## src/rtl/veririsc_sequencer_if.sv

```systemverilog
// Datapath-facing bundle of the VeriRISC sequencer: IR/flag/memory-ready inputs
// and the decoded opcode plus datapath strobes.
interface veririsc_sequencer_if #(
  parameter int IR_WIDTH = 8
) ();
  // Memory handshake: rd is the read request and mem_ready its ready.
  // A read phase completes only on a cycle where rd & mem_ready are both high.
  // Until then the sequencer holds the phase and keeps rd asserted.
  logic [IR_WIDTH-1:0] ir_in;
  logic                zero;
  logic                mem_ready;
  logic [2:0]          opcode;
  logic                sel;
  logic                rd;
  logic                wr;
  logic                ld_ir;
  logic                ld_ac;
  logic                ld_pc;
  logic                inc_pc;
  logic                data_e;
  logic                halt;

  modport master (
    input  ir_in, zero, mem_ready,
    output opcode, sel, rd, wr, ld_ir, ld_ac, ld_pc, inc_pc, data_e, halt
  );

  modport slave (
    output ir_in, zero, mem_ready,
    input  opcode, sel, rd, wr, ld_ir, ld_ac, ld_pc, inc_pc, data_e, halt
  );
endinterface

```

## src/rtl/veririsc_sequencer.sv

```systemverilog
// VeriRISC 8-phase instruction sequencer with memory stall, sticky halt,
// single-step pause and a retired-instruction counter.
module veririsc_sequencer #(
  parameter int IR_WIDTH  = 8,
  parameter int OPC_LSB   = 0,
  parameter int USE_READY = 1,
  parameter int CNT_WIDTH = 16
) (
  input  logic                 clk,
  input  logic                 rst,
  veririsc_sequencer_if.master bus,
  input  logic                 resume,
  input  logic                 step_mode,
  input  logic                 step,
  output logic [2:0]           phase,
  output logic                 halted,
  output logic                 paused,
  output logic [CNT_WIDTH-1:0] instr_count
);

  typedef enum logic [2:0] {
    INST_ADDR  = 3'd0,
    INST_FETCH = 3'd1,
    INST_LOAD  = 3'd2,
    IDLE       = 3'd3,
    OP_ADDR    = 3'd4,
    OP_FETCH   = 3'd5,
    ALU_OP     = 3'd6,
    STORE      = 3'd7
  } phase_e;

  localparam logic [2:0] OP_HLT = 3'd0;
  localparam logic [2:0] OP_SKZ = 3'd1;
  localparam logic [2:0] OP_ADD = 3'd2;
  localparam logic [2:0] OP_LDA = 3'd5;
  localparam logic [2:0] OP_STO = 3'd6;
  localparam logic [2:0] OP_JMP = 3'd7;
  localparam int OPC_MSB = (OPC_LSB + 2 < IR_WIDTH) ? OPC_LSB + 2 : IR_WIDTH - 1;
  localparam bit READY_EN = (USE_READY != 0);

  phase_e               ph_q, ph_d;
  logic                 halted_q, halted_d;
  logic                 paused_q, paused_d;
  logic [CNT_WIDTH-1:0] cnt_q, cnt_d;

  logic [2:0] opc;
  logic       alu_op;
  logic       stall;
  logic       sel, rd, wr, ld_ir, ld_ac, ld_pc, inc_pc, data_e, halt;

  always_ff @(posedge clk or posedge rst) begin
    if (rst) begin
      ph_q     <= INST_ADDR;
      halted_q <= 1'b0;
      paused_q <= 1'b0;
      cnt_q    <= '0;
    end else begin
      ph_q     <= ph_d;
      halted_q <= halted_d;
      paused_q <= paused_d;
      cnt_q    <= cnt_d;
    end
  end

  always_comb begin
    ph_d     = ph_q;
    halted_d = halted_q;
    paused_d = paused_q;
    cnt_d    = cnt_q;
    sel      = 1'b0;
    rd       = 1'b0;
    wr       = 1'b0;
    ld_ir    = 1'b0;
    ld_ac    = 1'b0;
    ld_pc    = 1'b0;
    inc_pc   = 1'b0;
    data_e   = 1'b0;
    halt     = 1'b0;
    stall    = 1'b0;
    // The IR is only trustworthy once it has been loaded (IDLE onward).
    opc      = (ph_q >= IDLE) ? bus.ir_in[OPC_MSB -: 3] : 3'd0;
    alu_op   = (opc >= OP_ADD) && (opc <= OP_LDA);

    if (halted_q) begin
      halt = 1'b1;
      if (resume) halted_d = 1'b0;
    end else if (paused_q) begin
      if (step) paused_d = 1'b0;
    end else begin
      case (ph_q)
        INST_ADDR:  sel = 1'b1;
        INST_FETCH: begin sel = 1'b1; rd = 1'b1; end
        INST_LOAD,
        IDLE:       begin sel = 1'b1; rd = 1'b1; ld_ir = 1'b1; end
        OP_ADDR:    begin inc_pc = 1'b1; halt = (opc == OP_HLT); end
        OP_FETCH:   rd = alu_op;
        ALU_OP: begin
          rd     = alu_op;
          inc_pc = (opc == OP_SKZ) && bus.zero;
          ld_pc  = (opc == OP_JMP);
          data_e = (opc == OP_STO);
        end
        default: begin
          rd     = alu_op;
          ld_ac  = alu_op;
          ld_pc  = (opc == OP_JMP);
          wr     = (opc == OP_STO);
          data_e = (opc == OP_STO);
        end
      endcase

      stall = READY_EN && rd && !bus.mem_ready;
      if (!stall) begin
        if (ph_q == OP_ADDR && opc == OP_HLT) begin
          // Park at OP_FETCH so resume continues the HLT instruction there.
          halted_d = 1'b1;
          ph_d     = OP_FETCH;
        end else if (ph_q == STORE) begin
          cnt_d    = cnt_q + CNT_WIDTH'(1);
          ph_d     = INST_ADDR;
          paused_d = step_mode;
        end else begin
          ph_d = phase_e'(ph_q + 3'd1);
        end
      end
    end
  end

  assign bus.opcode = opc;
  assign bus.sel    = sel;
  assign bus.rd     = rd;
  assign bus.wr     = wr;
  assign bus.ld_ir  = ld_ir;
  assign bus.ld_ac  = ld_ac;
  assign bus.ld_pc  = ld_pc;
  assign bus.inc_pc = inc_pc;
  assign bus.data_e = data_e;
  assign bus.halt   = halt;

  assign phase       = ph_q;
  assign halted      = halted_q;
  assign paused      = paused_q;
  assign instr_count = cnt_q;

endmodule

```

## src/flat_wrapper.sv

```systemverilog
// flat-port wrapper written by rule: the top's interface ports become plain ports
module veririsc_sequencer_flat 
#(
  parameter int IR_WIDTH  = 8,
  parameter int OPC_LSB   = 0,
  parameter int USE_READY = 1,
  parameter int CNT_WIDTH = 16
)
  (clk, rst, resume, step_mode, step, phase, halted, paused, instr_count, bus_ir_in, bus_zero, bus_mem_ready, bus_opcode, bus_sel, bus_rd, bus_wr, bus_ld_ir, bus_ld_ac, bus_ld_pc, bus_inc_pc, bus_data_e, bus_halt);
  veririsc_sequencer_if #(.IR_WIDTH(IR_WIDTH)) bus_i ();
  input  logic clk;
  input  logic rst;
  input  logic resume;
  input  logic step_mode;
  input  logic step;
  output logic [2:0] phase;
  output logic halted;
  output logic paused;
  output logic [CNT_WIDTH-1:0] instr_count;
  input wire logic [$bits(bus_i.ir_in)-1:0] bus_ir_in;
  input wire logic [$bits(bus_i.zero)-1:0] bus_zero;
  input wire logic [$bits(bus_i.mem_ready)-1:0] bus_mem_ready;
  output wire logic [$bits(bus_i.opcode)-1:0] bus_opcode;
  output wire logic [$bits(bus_i.sel)-1:0] bus_sel;
  output wire logic [$bits(bus_i.rd)-1:0] bus_rd;
  output wire logic [$bits(bus_i.wr)-1:0] bus_wr;
  output wire logic [$bits(bus_i.ld_ir)-1:0] bus_ld_ir;
  output wire logic [$bits(bus_i.ld_ac)-1:0] bus_ld_ac;
  output wire logic [$bits(bus_i.ld_pc)-1:0] bus_ld_pc;
  output wire logic [$bits(bus_i.inc_pc)-1:0] bus_inc_pc;
  output wire logic [$bits(bus_i.data_e)-1:0] bus_data_e;
  output wire logic [$bits(bus_i.halt)-1:0] bus_halt;
  assign bus_i.ir_in = bus_ir_in;
  assign bus_i.zero = bus_zero;
  assign bus_i.mem_ready = bus_mem_ready;
  assign bus_opcode = bus_i.opcode;
  assign bus_sel = bus_i.sel;
  assign bus_rd = bus_i.rd;
  assign bus_wr = bus_i.wr;
  assign bus_ld_ir = bus_i.ld_ir;
  assign bus_ld_ac = bus_i.ld_ac;
  assign bus_ld_pc = bus_i.ld_pc;
  assign bus_inc_pc = bus_i.inc_pc;
  assign bus_data_e = bus_i.data_e;
  assign bus_halt = bus_i.halt;
  veririsc_sequencer #(.IR_WIDTH(IR_WIDTH), .OPC_LSB(OPC_LSB), .USE_READY(USE_READY), .CNT_WIDTH(CNT_WIDTH)) u_core (.clk(clk), .rst(rst), .bus(bus_i), .resume(resume), .step_mode(step_mode), .step(step), .phase(phase), .halted(halted), .paused(paused), .instr_count(instr_count));
endmodule
```

## config.mk

```make
export PLATFORM = sky130hd
export DESIGN_NAME = veririsc_sequencer_flat
export DESIGN_NICKNAME = d
export VERILOG_FILES = /design/src/rtl/veririsc_sequencer_if.sv /design/src/rtl/veririsc_sequencer.sv /design/src/flat_wrapper.sv
export SDC_FILE = /design/constraint.sdc
export NUM_CORES = 1
export LEC_CHECK = 0
export ABC_AREA = 1
export BUFFER_PORTS_ARGS = -buffer_cell sky130_fd_sc_hd__buf_2
export CORE_ASPECT_RATIO = 1.4
export CORE_MARGIN = 2
export CORE_UTILIZATION = 30
export CTS_CLUSTER_DIAMETER = 150
export DETAILED_ROUTE_END_ITERATION = 6
export PLACE_DENSITY = 0.53
export SLEW_MARGIN = 25
export SYNTH_ARGS = -nofsm -noshare
export SYNTH_HDL_FRONTEND = slang
export SYNTH_SLANG_ARGS = --single-unit
```

## constraint.sdc

```tcl
create_clock -name clk -period 3.1 [get_ports clk]
set_clock_uncertainty 0.15 [all_clocks]
set_input_delay 0.775 -clock clk [delete_from_list [all_inputs] [get_ports clk]]
set_output_delay 0.775 -clock clk [all_outputs]
set_load 0.02 [all_outputs]
```

==> qor.csv, run 1 <==
metric;value;unit
Reg2Reg Setup Slack;0.78;ns
worst skew pair latency;0.26;ns
Final TNS setup;0;ns
Worst Path Arrival;1.98;ns
FF+latch count, synth;21;
pin count of the biggest net entering global routing;22;
initial core utilization;31.1;%
WS Path Type;reg -> out;
CP Capture Type;output pin;
number of I/O pins;48;
vias per cell;4.79;
asr flop ratio synth;100;%
vias in the first global route;1489;
hold path cells;2;
worst r2r dst;u_core.paused$_DFFE_PP0N_;
die height;90.5;um
fin nets;281;
post-layout util;36.9;%
Mapped Area;1600;um^2
final WL;3900;um
Area Overhead vs Synth;18.9;%
Post-Layout Cell Count;323;
Worst R2R Path Depth;11;
PD cells;827;nW/um^2
top cell type by total area after synthesis;dfrtp_1;
DRC Markers;0;
Top FF cell, synth;dfrtp_1;
sequential-to-total area share from yosys stat;32.8;%
Routed wire per std cell;12.1;um
core box area;5160;um^2
Critical R2R Launch;u_core.phase[2]$_DFFE_PP0P_;
Fmax achieved;344;MHz
GRT overflow;0;
synth unique cells;27;
Row Count;31;
clock root cell;clkbuf_8;
status;finished, final reports clean;
largest family of logic cells by synthesized area;simple AND/OR/NAND/NOR gates;
Leak;1.07;nW
Hold Path Class;reg -> reg;
Vias;1546;
Worst Hold Endpoint;u_core.instr_count[14]$_DFFE_PP0P_;
average size of a mapped cell;7.42;um^2
First DRT Iteration DRCs;47;
DRT Pass-1 Iters;4;
antenna viol nets, final;0;
yosys warns;0;
crit path from;u_core.phase[0]$_DFFE_PP0P_;
Synth area leaders;dfrtp_1 (33%), nand2_1 (14%), nand4_1 (7.8%);
worst vdd ir;0.322;mV
cts hold-fix bufs;0;
Die Wd;65.8;um
final instance area;1910;um^2
clk buf depth;2;
Synth Area in Compound Gates;6.01;%
Post-synth EDFFs;0;
port bufs;42;
Cell Area, Placed;1840;um^2
Yosys top cell area share;32.8;%
placed insts;317;
CTS sink count;21;
first-pass GRT wire length;6990;um
fin. max-slew vios;0;
share of layout cells above drive strength 1;26.8;%
CTS tree;yes;
final count of hold timing violations;0;
clock power share;11.6;%
Num CTS Buffers;3;
initial antenna violation count;0;
relative slew slack;45.1;%
crit path max fanout;4;
GP Congestion;0.740;
clk slew on worst S/H paths;0.08;ns
Die ar.;5950;um^2
H-Tree Depth;1;
period utilization;93.7;%
Max-Cap Viols;0;
synthesized net count;239;
Final HPWL DP;2880;um
RSZ-0062 raised after global routing;no;
Synth Area in XOR/XNOR;5.46;%
minimum clock period;2.90;ns
Post-Synth Adder-Cell Area;6.25;%
Gate power share;62.8;%
post-synthesis mux area share;0;%
Synth Area in Simple Gates;38.0;%
ANT cells;0;
Startpoint Class;flip-flop;
Hold Startpoint;u_core.instr_count[14]$_DFFE_PP0P_;
setup violators final;0;
sequential power share;25.6;%
Mapped Cells;216;
Sw Pwr;0.000833;W
sw frac;52.9;%
GRT Util Overall;14.6;%
Cell Int Power;0.000743;W
Least-Margin Pin Slew;0.822;ns
WP data required;2.17;ns
==> worst max-delay path by stage <==
stage,endpoint,slack [ns],cells after the start
6_report,bus_ld_ac,0.20,8
3_3_place_gp,bus_ld_ac,0.32,8
2_1_floorplan,bus_halt,0.23,11
5_1_grt,bus_inc_pc,0.03,10
4_1_cts,bus_inc_pc,0.11,10
3_5_place_dp,bus_ld_ac,0.29,8
==> metal layers <==
layer  part of all wire, %  wire length (um)  GRT usage [%]
met1                    42              1640           18.1
met2                    52              2010           25.8
met3                   4.9               191           1.12
met5                     0                 0              0
met4                   1.3                51           5.21
==> final cells by class <==
cell class | count | area, um^2
timing repair buffer | 45 | 235
clock buffer | 4 | 45.0
fill | 558 | 3250
tap | 66 | 82.6
multi-input combinational | 156 | 898
sequential | 21 | 528
inverter | 31 | 116
==> through the flow <==
step                power (W)  hold slack [ns]  worst slack [ns]
finish                0.00158            0.383             0.196
global route          0.00171            0.427            0.0323
CTS                   0.00157            0.386             0.113
detailed placement    0.00138            0.365             0.287
global placement      0.00137            0.363             0.322
floorplan             0.00116            0.465             0.232
==> layout by cell type, fill, tap and decap left out, drive strengths merged, types with 3 or more instances in the layout <==
| cell | count |
|---|---|
| a21oi | 7 |
| buf | 45 |
| clkbuf | 4 |
| dfrtp | 21 |
| ha | 8 |
| inv | 31 |
| nand2 | 66 |
| nand3 | 14 |
| nand4 | 21 |
| nor2 | 13 |
| nor3 | 9 |
| o21ai | 4 |
| xnor2 | 3 |
| xor2 | 7 |
==> power by group through the flow <==
stage / combinational [W] / sequential (W) / clock, W
floorplan: 0.000703 / 0.000460 / 0
global placement: 0.000956 / 0.000413 / 0
detailed placement: 0.000963 / 0.000413 / 0
CTS: 0.000974 / 0.000407 / 0.000191
global route: 0.00110 / 0.000418 / 0.000200
finish: 0.000989 / 0.000404 / 0.000183
==> cell families (layout without fill, tap and decap cells) <==
family	Yosys count	after routing
flops	21	21
fa+ha+maj	8	8
simple gates	125	125
compound gates	13	13
buf+inv	39	80
xor+xnor	10	10
==> sequential cells by signal (all words and copies together), names as in the netlist <==
name                cells
u_core.instr_count     16
u_core.phase            3
u_core.halted           1
u_core.paused           1
==> what timing repair did <==
| action | in CTS | in global routing |
|---|---|---|
| setup endpoints to repair | 1 | 2 |
| gates resized for setup | 1 | 4 |
| buffers inserted | 0 | 2 |
==> synth_stat cells, types with 2 or more instances <==
library cell and instances:
nand4_1 20, buf_2 3, nand2_1 59, nand2_2 5, dfrtp_1 21, nand2_4 2, xor2_1 7, xnor2_1 3
nor3_1 9, nor2_1 13, nand3_1 12, o21ai_0 3, nand3_2 2, a21oi_1 5, buf_6 4, inv_1 30
ha_1 8
==> critical path, cell delays in order (launching register included) <==
cell     delay (ns)
dfrtp_2        0.43
ha_1           0.22
ha_1           0.20
inv_1          0.10
nand2_2        0.08
nor3_2         0.20
nand3_1        0.14
nor3_1         0.16
buf_2          0.19
Power figures use the tool's default switching activity.
==> run 2: changes to the inputs <==
--- a/config.mk
+++ b/config.mk
@@ -6,7 +6,7 @@
 export NUM_CORES = 1
 export LEC_CHECK = 0
 export ABC_AREA = 1
-export BUFFER_PORTS_ARGS = -buffer_cell sky130_fd_sc_hd__buf_2
+export BUFFER_PORTS_ARGS = -buffer_cell sky130_fd_sc_hd__buf_4
 export CORE_ASPECT_RATIO = 1.4
 export CORE_MARGIN = 2
 export CORE_UTILIZATION = 30
==> run 2 against run 1 <==
Net effect:
- final cell count increased by 0.62%
- worst hold slack better by 0.023 ns
- global-route usage is 0.72 points lower
- first-iteration DRC count did not move
- sequential share of layout area shrank 1.6 points
- non-clock buffer count increased by 2
- setup slack better by 0.0014 ns
- largest power group unchanged
==> qor.csv, run 2 (synthesis gave the netlist of run 1 again) <==
metric;value;unit
status;finished, final reports clean;
CTS tree;yes;
initial antenna violation count;0;
H-Tree Depth;1;
setup violators final;0;
cts hold-fix bufs;0;
RSZ-0062 raised after global routing;no;
CP Capture Type;output pin;
number of I/O pins;48;
# fillers;562;
sw frac;50.8;%
first-pass GRT wire length;6730;um
Row Count;31;
Startpoint Class;flip-flop;
Sw Pwr;0.000850;W
Reg2Reg Setup Slack;0.73;ns
GP Congestion;0.758;
Worst Path Arrival;1.98;ns
Num CTS Buffers;3;
Cell Area, Placed;1940;um^2
relative slew slack;43.0;%
die height;90.5;um
Critical R2R Launch;u_core.phase[0]$_DFFE_PP0P_;
vias per cell;4.74;
commonest non-fill, non-tap cell in the layout;nand2_1;
core box area;5160;um^2
worst vdd ir;0.253;mV
flip-flop count of the largest register after layout;16;
port bufs;42;
Vias;1541;
clk buf depth;2;
DRT Pass-1 Iters;4;
period utilization;93.6;%
crit path max fanout;5;
Cell Int Power;0.000823;W
clock power share;11.1;%
vias in the first global route;1490;
pin count of the biggest net entering global routing;22;
crit path from;u_core.phase[0]$_DFFE_PP0P_;
DRC Markers;0;
share of layout cells above drive strength 1;27.4;%
minimum clock period;2.90;ns
Post-Layout Cell Count;325;
final instance area;2020;um^2
worst skew pair latency;0.26;ns
antenna viol nets, final;0;
final count of hold timing violations;0;
Leak;1.09;nW
sequential power share;24.4;%
ANT cells;0;
final WL;4010;um
WP data required;2.17;ns
Max-Cap Viols;0;
clk slew on worst S/H paths;0.08;ns
Hold Path Class;reg -> reg;
Fmax achieved;345;MHz
GRT overflow;0;
Routed wire per std cell;12.4;um
placed insts;317;
Gate power share;64.4;%
fin. max-slew vios;0;
Least-Margin Pin Slew;0.854;ns
Area Overhead vs Synth;26.2;%
GRT Util Overall;13.9;%
WS Path Type;reg -> out;
clock root cell;clkbuf_8;
Die Wd;65.8;um
fin nets;283;
First DRT Iteration DRCs;47;
Final TNS setup;0;ns
initial core utilization;31.1;%
Final HPWL DP;2930;um
Hold Startpoint;u_core.paused$_DFFE_PP0N_;
CTS sink count;21;
Die ar.;5950;um^2
most frequent cells in the layout;nand2_1 (59), buf_4 (47), inv_1 (29);
PD cells;827;nW/um^2
-- run 2: repair_timing --
| item | CTS | global route |
|---|---|---|
| buffers inserted | 0 | 4 |
| gates resized for setup | 0 | 4 |
| setup endpoints to repair | 0 | 6 |
-- run 2: power groups by stage --
| stage | registers [W] | clock network (W) | logic [W] |
|---|---|---|---|
| global route | 0.000421 | 0.000205 | 0.00119 |
| global placement | 0.000414 | 0 | 0.00103 |
| finish | 0.000409 | 0.000187 | 0.00108 |
| detailed placement | 0.000416 | 0 | 0.00104 |
| CTS | 0.000411 | 0.000194 | 0.00104 |
| floorplan | 0.000460 | 0 | 0.000703 |
-- run 2: final timing paths --
path                                                      end  depth (start not counted)
max                                                 bus_ld_ac                          8
min                                 u_core.paused$_DFFE_PP0N_                          2
max reg2reg                u_core.instr_count[12]$_DFFE_PP0P_                         11
min reg2reg                         u_core.paused$_DFFE_PP0N_                          2
max in group asynchronous         u_core.phase[1]$_DFFE_PP0P_                          2
min in group asynchronous           u_core.paused$_DFFE_PP0N_                          2
-- run 2: per-stage QoR --
| stage | setup WS [ns] | hold slack [ns] | total power (W) | util (%) |
|---|---|---|---|---|
| global placement | 0.322 | 0.369 | 0.00144 | 37.6 |
| floorplan | 0.232 | 0.465 | 0.00116 | - |
| detailed placement | 0.315 | 0.385 | 0.00145 | 37.6 |
| CTS | 0.0121 | 0.403 | 0.00164 | 38.5 |
| finish | 0.198 | 0.406 | 0.00167 | 39.2 |
| global route | 0.0233 | 0.431 | 0.00181 | 39.2 |
-- run 2: cell type report --
cell class                 count  area, um^2  share of cell area [%]
multi-input combinational    156         898                    44.4
inverter                      31         116                    5.75
sequential                    21         528                    26.1
timing repair buffer          47         353                    17.4
tap                           66        82.6                    4.08
clock buffer                   4        45.0                    2.23
-- run 2: worst max-delay path, cell delays in order, from the launching register on --
cell and delay (ns):
dfrtp_2 0.44, ha_1 0.23, ha_1 0.20, inv_1 0.11
nand2_2 0.08, nor3_2 0.20, nand3_1 0.13, nor3_1 0.16
buf_4 0.17
-- run 2: routing by layer --
layer	vias to the layer above	share of wire, %	global-route usage [%]
met3	5	6.1	1.62
met5	-	0	0
li1	787	-	-
met1	695	42	16.9
met2	54	51	25.1
met4	0	0.95	3.65
==> run 3: changes to the inputs <==
--- a/config.mk
+++ b/config.mk
@@ -9,10 +9,10 @@
 export BUFFER_PORTS_ARGS = -buffer_cell sky130_fd_sc_hd__buf_4
 export CORE_ASPECT_RATIO = 1.4
 export CORE_MARGIN = 2
-export CORE_UTILIZATION = 30
+export CORE_UTILIZATION = 51
 export CTS_CLUSTER_DIAMETER = 150
 export DETAILED_ROUTE_END_ITERATION = 6
-export PLACE_DENSITY = 0.53
+export PLACE_DENSITY = 0.81
 export SLEW_MARGIN = 25
 export SYNTH_ARGS = -nofsm -noshare
 export SYNTH_HDL_FRONTEND = slang
==> run 3 against run 2 <==
Net effect:
- total power shrank 1.5%
- clock power fell by 3%
- die area down 39%
- critical path depth unchanged
- combinational power hardly changed
==> qor.csv, run 3 (synthesis gave the netlist of run 1 again) <==
metric;value;unit
minimum clock period;2.94;ns
Row Count;24;
Die ar.;3610;um^2
clock root cell;clkbuf_8;
Critical Path Slowest Stage Cell;dfrtp_2;
Sw Pwr;0.000838;W
Least-Margin Pin Slew;0.811;ns
CP Capture Type;output pin;
worst skew pair latency;0.26;ns
final count of hold timing violations;0;
Cell Int Power;0.000811;W
Final TNS setup;0;ns
initial core utilization;52.3;%
share of layout cells above drive strength 1;26.5;%
multi-input logic area;898;um^2
Worst Path Arrival;2.01;ns
final WL;3730;um
Max-Cap Viols;0;
Hold Path Class;reg -> reg;
Gate power share;64.3;%
clock power share;11.0;%
Cell Chain, Critical Path;ha_1, ha_1, inv_1, nand2_2, nor3_2, nand3_1, nor3_1, buf_4;
Vias;1537;
Area Overhead vs Synth;23.1;%
pin count of the biggest net entering global routing;22;
initial antenna violation count;0;
clk slew on worst S/H paths;0.07;ns
core box area;3060;um^2
Fmax achieved;340;MHz
CP max stage delay;0.45;ns
status;finished, final reports clean;
Leak;1.08;nW
GRT Util Overall;22.1;%
placed insts;291;
setup violators final;0;
worst path bufs/invs;2;
GP Congestion;0.839;
Num CTS Buffers;3;
First DRT Iteration DRCs;59;
Routed wire per std cell;12.6;um
sw frac;50.8;%
most frequent cells in the layout;nand2_1 (59), buf_4 (45), inv_1 (29);
port bufs;42;
vias in the first global route;1452;
DRC Markers;0;
number of I/O pins;48;
WP data required;2.17;ns
sequential power share;24.8;%
RSZ-0062 raised after global routing;no;
antenna viol nets, final;0;
CTS sink count;21;
H-Tree Depth;1;
PD cells;836;nW/um^2
vias per cell;5.19;
FF+latch area;527;um^2
fin nets;281;
period utilization;94.8;%
die height;70.3;um
most used cell, CP;ha_1;
WS Path Type;reg -> out;
Die Wd;51.4;um
Startpoint Class;flip-flop;
Final HPWL DP;2740;um
DRT Pass-1 Iters;4;
crit path max fanout;6;
relative slew slack;45.9;%
Post-Layout Cell Count;296;
commonest non-fill, non-tap cell in the layout;nand2_1;
ANT cells;0;
GRT overflow;0;
first-pass GRT wire length;6250;um
fin. max-slew vios;0;
flip-flop count of the largest register after layout;16;
clk buf depth;2;
# fillers;283;
critical path's top delay family;simple AND/OR/NAND/NOR gates;
worst vdd ir;0.479;mV
CTS tree;yes;
[run 3: changes by cell type in the layout (fill, tap and decap cells not counted), sizes merged]
cell	previous run	this run
buf	47	45
[run 3: area by class of cell]
type                            count  area share [%]
Clock buffer                        4            2.28
Inverter                           31            5.90
Multi-Input combinational cell    156            45.5
Sequential cell                    21            26.7
Tap cell                           39            2.47
Timing Repair Buffer               45            17.1
[run 3: layer usage]
metal,global-route usage [%],share of wire (%),vias up
met1,24.7,41,706
met5,0,0,-
met3,1.92,3.4,7
li1,-,-,787
met2,41.0,53,37
met4,9.65,1.8,0
[run 3: power groups by stage]
stage,Combinational [W],Clock [W],Sequential [W]
after floorplan,0.000703,0,0.000460
after global placement,0.00102,0,0.000412
after detailed placement,0.00104,0,0.000411
after global routing,0.00117,0.000199,0.000418
after CTS,0.00104,0.000187,0.000408
final,0.00106,0.000181,0.000408
[run 3: per-stage QoR]
stage               area (um^2)  hold slack [ns]  utilization (%)  total power, W  worst slack [ns]
finish                     1970            0.391             64.4         0.00165             0.161
detailed placement         1910            0.374             62.5         0.00146             0.314
floorplan                  1600            0.465                -         0.00116             0.232
global route               1970            0.418             64.4         0.00178            0.0220
global placement           1910            0.363             62.5         0.00143             0.347
CTS                        1960            0.392             64.0         0.00164            0.0156
[run 3: final timing paths]
path,start,to,slack (ns),depth (start not counted)
worst max register to register,u_core.phase[0]$_DFFE_PP0P_,u_core.instr_count[9]$_DFFE_PP0P_,0.74,11
min in group asynchronous,rst,u_core.paused$_DFFE_PP0N_,0.52,2
worst min-delay path,u_core.instr_count[15]$_DFFE_PP0P_,u_core.instr_count[15]$_DFFE_PP0P_,0.39,2
max in group asynchronous,rst,u_core.phase[0]$_DFFE_PP0P_,1.73,2
worst min register to register,u_core.instr_count[15]$_DFFE_PP0P_,u_core.instr_count[15]$_DFFE_PP0P_,0.39,2
worst max-delay path,u_core.phase[0]$_DFFE_PP0P_,bus_ld_ac,0.16,8
[run 3: what timing repair did]
item / in CTS / in global routing
buffers inserted: 0 / 1
hold buffers: 0 / 0
endpoints found under the setup margin: 0 / 6
hold endpoints to repair: 0 / 0
gates resized for setup: 0 / 3
[run 3: worst reg2reg max path, delay by kind of cell (launching register included)]
kind	cells	cell delay (ns)
and+or+nand+nor	8	0.84
adders and majority gates	2	0.44
AOI/OAI and AO/OA	1	0.43
DFF	1	0.45
